===== src/rtl/text_writer_pkg.sv =====
// Shared constants and types for the text writer.
// Control codes, printable range, display colours/font, FSM states.
package text_writer_pkg;

  localparam logic [7:0] CH_BS = 8'h08;
  localparam logic [7:0] CH_LF = 8'h0A;
  localparam logic [7:0] CH_FF = 8'h0C;
  localparam logic [7:0] CH_CR = 8'h0D;

  localparam logic [7:0] PRINT_LO = 8'h20;
  localparam logic [7:0] PRINT_HI = 8'h7E;

  localparam logic [11:0] FG_COLOUR = 12'hFFF;
  localparam logic [11:0] BG_COLOUR = 12'h000;
  localparam int FONT_W = 8;
  localparam int FONT_H = 8;

  typedef enum logic {
    IDLE,
    CLEAR
  } wrState_t;

  function automatic logic isPrint(
    input logic [7:0] c
  );
    return (c >= PRINT_LO) && (c <= PRINT_HI);
  endfunction

endpackage


===== src/rtl/text_writer_cursor.sv =====
// Text cursor: column/row counter with wrap.
// Ports: clk, rst_n, one-hot controls in; col, row out.
module text_cursor
  import text_writer_pkg::*;
#(
  parameter int COLS = 16,
  parameter int ROWS = 16
) (
  input  logic                    clk,
  input  logic                    rst_n,
  input  logic                    advance,
  input  logic                    back,
  input  logic                    newline,
  input  logic                    cr,
  input  logic                    home,
  output logic [$clog2(COLS)-1:0] col,
  output logic [$clog2(ROWS)-1:0] row
);

  localparam int CW = $clog2(COLS);
  localparam int RW = $clog2(ROWS);

  localparam logic [CW-1:0] LAST_COL = CW'(COLS - 1);

  // Row arithmetic wraps naturally: ROWS is a power of two.
  always_ff @(posedge clk or negedge rst_n) begin
    if (!rst_n) begin
      col <= '0;
      row <= '0;
    end else begin
      unique case (1'b1)
        home: begin
          col <= '0;
          row <= '0;
        end
        advance: begin
          if (col == LAST_COL) begin
            col <= '0;
            row <= row + RW'(1);
          end else begin
            col <= col + CW'(1);
          end
        end
        back: begin
          if (col != '0) begin
            col <= col - CW'(1);
          end else if (row != '0) begin
            col <= LAST_COL;
            row <= row - RW'(1);
          end
        end
        newline: begin
          col <= '0;
          row <= row + RW'(1);
        end
        cr: col <= '0;
        default: ;
      endcase
    end
  end

endmodule


===== src/rtl/text_writer.sv =====
// Character stream to text-RAM writer with cursor and clear.
// Ports: din/din_valid/din_ready in, ram_* write port, cursor, busy.
module text_writer
  import text_writer_pkg::*;
#(
  parameter int         COLS   = 16,
  parameter int         ROWS   = 16,
  parameter int         ADDR_W = 8,
  parameter logic [7:0] BLANK  = 8'h20
) (
  input  logic                    clk,
  input  logic                    rst_n,
  input  logic [7:0]              din,
  input  logic                    din_valid,
  output logic                    din_ready,
  output logic [ADDR_W-1:0]       ram_addr,
  output logic [7:0]              ram_din,
  output logic                    ram_we,
  output logic [$clog2(COLS)-1:0] cur_col,
  output logic [$clog2(ROWS)-1:0] cur_row,
  output logic                    busy
);

  localparam logic [ADDR_W:0] CLR_END = (ADDR_W + 1)'(COLS * ROWS);

  wrState_t          state;
  wrState_t          nextState;
  logic              rdyQ;
  logic [ADDR_W:0]   clrCnt;
  logic [ADDR_W:0]   cntD;
  logic              weD;
  logic [ADDR_W-1:0] addrD;
  logic [7:0]        dinD;
  logic [ADDR_W-1:0] curAddr;
  logic [ADDR_W-1:0] prevAddr;
  logic              accept;
  logic              adv;
  logic              back;
  logic              nl;
  logic              cr;
  logic              home;

  // Row-major: row*COLS + col is a plain concatenation.
  assign curAddr  = {cur_row, cur_col};
  // Backspace target; pinned at 0 for the home position.
  assign prevAddr = (curAddr == '0) ? '0 : curAddr - ADDR_W'(1);

  // rdyQ keeps din_ready low until the first edge after reset.
  assign din_ready = rdyQ && (state == IDLE);
  assign busy      = (state == CLEAR);
  assign accept    = din_valid && din_ready;

  always_comb begin
    nextState = state;
    cntD      = clrCnt;
    weD       = 1'b0;
    addrD     = ram_addr;
    dinD      = ram_din;
    adv       = 1'b0;
    back      = 1'b0;
    nl        = 1'b0;
    cr        = 1'b0;
    home      = 1'b0;
    unique case (state)
      IDLE: begin
        if (accept) begin
          unique case (1'b1)
            isPrint(din): begin
              weD   = 1'b1;
              addrD = curAddr;
              dinD  = din;
              adv   = 1'b1;
            end
            (din == CH_CR): cr = 1'b1;
            (din == CH_LF): nl = 1'b1;
            (din == CH_BS): begin
              weD   = 1'b1;
              addrD = prevAddr;
              dinD  = BLANK;
              back  = 1'b1;
            end
            (din == CH_FF): begin
              nextState = CLEAR;
              weD       = 1'b1;
              addrD     = '0;
              dinD      = BLANK;
              cntD      = (ADDR_W + 1)'(1);
              home      = 1'b1;
            end
            default: ;
          endcase
        end
      end
      CLEAR: begin
        if (clrCnt == CLR_END) begin
          nextState = IDLE;
        end else begin
          weD   = 1'b1;
          addrD = clrCnt[ADDR_W-1:0];
          dinD  = BLANK;
          cntD  = clrCnt + (ADDR_W + 1)'(1);
        end
      end
      default: nextState = IDLE;
    endcase
  end

  always_ff @(posedge clk or negedge rst_n) begin
    if (!rst_n) begin
      state    <= IDLE;
      rdyQ     <= 1'b0;
      clrCnt   <= '0;
      ram_we   <= 1'b0;
      ram_addr <= '0;
      ram_din  <= '0;
    end else begin
      state    <= nextState;
      rdyQ     <= 1'b1;
      clrCnt   <= cntD;
      ram_we   <= weD;
      ram_addr <= addrD;
      ram_din  <= dinD;
    end
  end

  text_cursor #(
    .COLS(COLS),
    .ROWS(ROWS)
  ) uCursor (
    .clk    (clk),
    .rst_n  (rst_n),
    .advance(adv),
    .back   (back),
    .newline(nl),
    .cr     (cr),
    .home   (home),
    .col    (cur_col),
    .row    (cur_row)
  );

endmodule


===== config.mk =====
export PLATFORM = sky130hd
export DESIGN_NAME = text_writer
export DESIGN_NICKNAME = d
export VERILOG_FILES = /design/src/rtl/text_writer_pkg.sv /design/src/rtl/text_writer_cursor.sv /design/src/rtl/text_writer.sv
export SDC_FILE = /design/constraint.sdc
export NUM_CORES = 1
export LEC_CHECK = 0
export BUFFER_PORTS_ARGS = -buffer_cell sky130_fd_sc_hd__buf_4
export CORE_ASPECT_RATIO = 1.25
export CORE_MARGIN = 2
export CORE_UTILIZATION = 30
export DETAILED_ROUTE_END_ITERATION = 8
export PLACE_DENSITY = 0.45
export SLEW_MARGIN = 5
export SYNTH_ARGS = -nofsm -noshare
export SYNTH_HDL_FRONTEND = slang
export SYNTH_SLANG_ARGS = --single-unit

===== constraint.sdc =====
create_clock -name clk -period 2.7 [get_ports clk]
set_input_delay 0.27 -clock clk [delete_from_list [all_inputs] [get_ports clk]]
set_output_delay 0.27 -clock clk [all_outputs]
set_load 0.05 [all_outputs]

==> summary.md <==
| Metric | Value |
|---|---|
| Status | `completed` |
| Initial antenna violation count | `0` |
| Clock tree buffer depth | `2` |
| Power per cell area | `937 nW/um^2` |
| Mux cell area share after synthesis | `2.84%` |
| Synth Flop Type | `dfrtp_1` |
| Synth area leader | `dfrtp_1` |
| CTS tree | `yes` |
| Cell leakage power | `1.26 nW` |
| TritonCTS Sinks | `36` |
| Critical path peak fanout | `8` |
| Post-CTS setup buffers | `0` |
| Largest family of logic cells by synthesized area | `compound AO/OA/AOI/OAI gates` |
| Die area | `8040 um^2` |
| CP startpoint | `uCursor.col[0]` |
| XOR/XNOR Fraction of Synth Area | `2.79%` |
| Starting Density | `31.3%` |
| Chip Height | `99.7 um` |
| Slew Viols, Final | `0` |
| CP endpoint kind | `flop` |
| Detailed placement HPWL | `4520 um` |
| Register area share after synthesis | `41.0%` |
| Leading cell type in the layout, fill and taps excluded | `buf_4` |
| Synth Area in Simple Gates | `22.0%` |
| Clock network fraction of design power | `18.4%` |
| Top-area cell type share of the netlist area | `41.0%` |
| Io pins | `38` |
| Hold Crit Depth | `2` |
| Compound-Gate Fraction of Synth Area | `22.6%` |
| Pre-CTS setup slack | `220 ps` |
| Min-Delay Path Class | `in2reg` |
| # rows | `34` |
| CP Launch Type | `flop` |
| Fmax | `448 MHz` |
| Overall power | `2.60 mW` |
| Setup slack, reg-to-reg | `470 ps` |
| Hold_sp | `din[3]` |
| Seq cells post-synth | `36` |
| CP required | `2860 ps` |
| Placed instance count | `366` |
| Post-route minimum period | `2230 ps` |
| Combinational share of power | `47.3%` |
| Number of flops mapped to enable cells by yosys | `0` |
| Most Crowded Layer GR | `met2` |
| Setup total negative slack | `0 ps` |
| Ys async rst share | `100%` |
| Vias in the first global route | `1955` |
| Drt wl/cell | `16.2 um` |
| M1 GR Usage | `22.0%` |
| Worst setup margin | `468 ps` |
| First-pass GRT wire length | `10100 um` |
| Yosys cell types | `53` |
| RSZ-0062 raised after global routing | `false` |
| Critical Path Max Stage Delay | `480 ps` |
| Sw Ratio | `44.9%` |
| Synth Instances | `236` |
| Setup-failing EPs final | `0` |
| Core ar. | `7020 um^2` |
| CTS root buf | `clkbuf_8` |
| TritonRoute pass-1 iters | `5` |
| Chip width | `80.6 um` |
| Critical Path, Cell by Cell | `inv_1, ha_1, or3b_2, o2111ai_1, buf_4, a21oi_1, a211oi_1, o31ai_1` |
| Rel. slew slack | `62.1%` |
| Layout cells sized above 1 | `24.2%` |
| Tcrit/Tclk final | `82.7%` |
| Post-route ant nets | `0` |
| Most frequent cells in the layout | `buf_4 (51), dfrtp_1 (36), nor2_1 (24), a21oi_1 (15), inv_1 (14)` |
| Vias/cell | `5.26` |
| Largest net degree at the start of global routing | `37` |
| Fin. Hold Viols | `0` |
| H-tree levels | `2` |
| Cell-internal power | `1.43 mW` |
| Grt total ovfl | `0` |
| Avg Inst Size Synth | `9.32 um^2` |
| Vias | `1973` |
| Routed wire length | `6070 um` |
| Met2 Use GR | `25.8%` |
| Port Buffer Count | `37` |
| Clock Latency Late Sink | `290 ps` |
| Syn. warnings | `0` |
| Diodes inserted | `0` |
| NetSw | `1.17 mW` |
| Measured slew at the worst slew-check pin | `563 ps` |
| Filler cells | `717` |
| Met3 global-route usage | `3.54%` |
| Skew final | `9.72 ps` |
| Worst vdd ir | `0.470 mV` |
| Syn Nets | `254` |
| Clock slew at reported path FFs | `80 ps` |
| Area Overhead vs Synth | `25.9%` |
| DRC | `0` |
| R2R Path Start | `uCursor.col[0]` |
| Setup CP Type | `reg2reg` |
| Syn Std Cell Area | `2200 um^2` |
| Fin cells | `375` |
| Max-cap violations | `0` |
| Initial DRC Count | `120` |
| Layout Nets | `302` |
| TritonCTS Buffers | `5` |
| Cells on worst reg2reg path | `8` |
| Worst Path Arrival | `2390 ps` |
| Synth Area in Adders | `4.32%` |
| Synth top area cells | `dfrtp_1 (41%), nor2_1 (4.1%), a22o_1 (4.0%)` |
| CP max stage cell | `or3b_2` |
| Reg power frac | `34.3%` |
| RePlAce Congestion | `0.781` |
| GRT Util Overall | `16.4%` |
-- synthesized netlist by cell type (all sizes together) (5+ instances only) --
library cell	number
inv	14
nand4	6
clkbuf	10
ha	6
nor2	24
a22o	10
nand2	9
a21oi	15
dfrtp	36
o21ai	10
a21o	5
nor4	6
-- state kept, by name, summed over array words and instances, names as in the netlist --
register     cells
busy             1
clrCnt           9
ram_addr         8
ram_din          8
ram_we           1
rdyQ             1
uCursor.col      4
uCursor.row      4
-- routing by layer --
metal / wire [um] / vias up
met5: 0 / -
li1: - / 974
met1: 2870 / 936
met2: 2810 / 53
met4: 119 / 0
met3: 268 / 10
-- worst max-delay path: cells and delay by family, from the launching register on --
family	cells	cell delay, ps
fa+ha+maj	1	240
flops	1	380
simple gates	1	480
buf+inv	2	260
compound gates	4	720
-- worst paths after layout --
path                          endpoint
setup / recovery           ram_addr[7]
hold / removal              ram_din[3]
setup reg to reg           ram_addr[7]
hold reg to reg            ram_addr[7]
max in group asynchronous   ram_din[4]
min in group asynchronous    clrCnt[3]
-- logic make-up after synthesis --
group           count (synthesis)
compound gates                 71
mux                             6
fa+ha+maj                       7
other cells                     1
simple gates                   83
buf+inv                        25
xor+xnor                        7
flops                          36
-- stage by stage --
| stage | hold slack (ps) | area (um^2) | utilization (%) |
|---|---|---|---|
| floorplan | -25.6 | 2200 | - |
| global placement | 271 | 2650 | 37.8 |
| detailed placement | 273 | 2650 | 37.8 |
| CTS | 232 | 2770 | 39.5 |
| global route | 240 | 2770 | 39.5 |
| finish | 242 | 2770 | 39.5 |
-- power by group through the flow --
stage                     Sequential (mW)  Clock, mW  Combinational (mW)
after global routing                0.920      0.524                1.33
final                               0.889      0.478                1.23
after floorplan                      1.21          0               0.525
after global placement              0.897          0                1.23
after CTS                           0.889      0.502                1.24
after detailed placement            0.898          0                1.24
-- repair_timing --
item                      4_1_cts  5_1_grt
hold buffers                    1        0
hold endpoints to repair       36        0
resized for setup               0        0
-- area by class of cell --
class                   instances  area, um^2  share of cell area, %
multi-input cells             175        1200                   43.5
flip-flops and latches         36         901                   32.5
repair buffers                 52         393                   14.2
well taps                      90         113                   4.07
clock buffers                   6        72.6                   2.62
inverters                      14        52.6                   1.90
clock inverters                 2        35.0                   1.26
No activity file was read; power rests on OpenSTA's default activity.
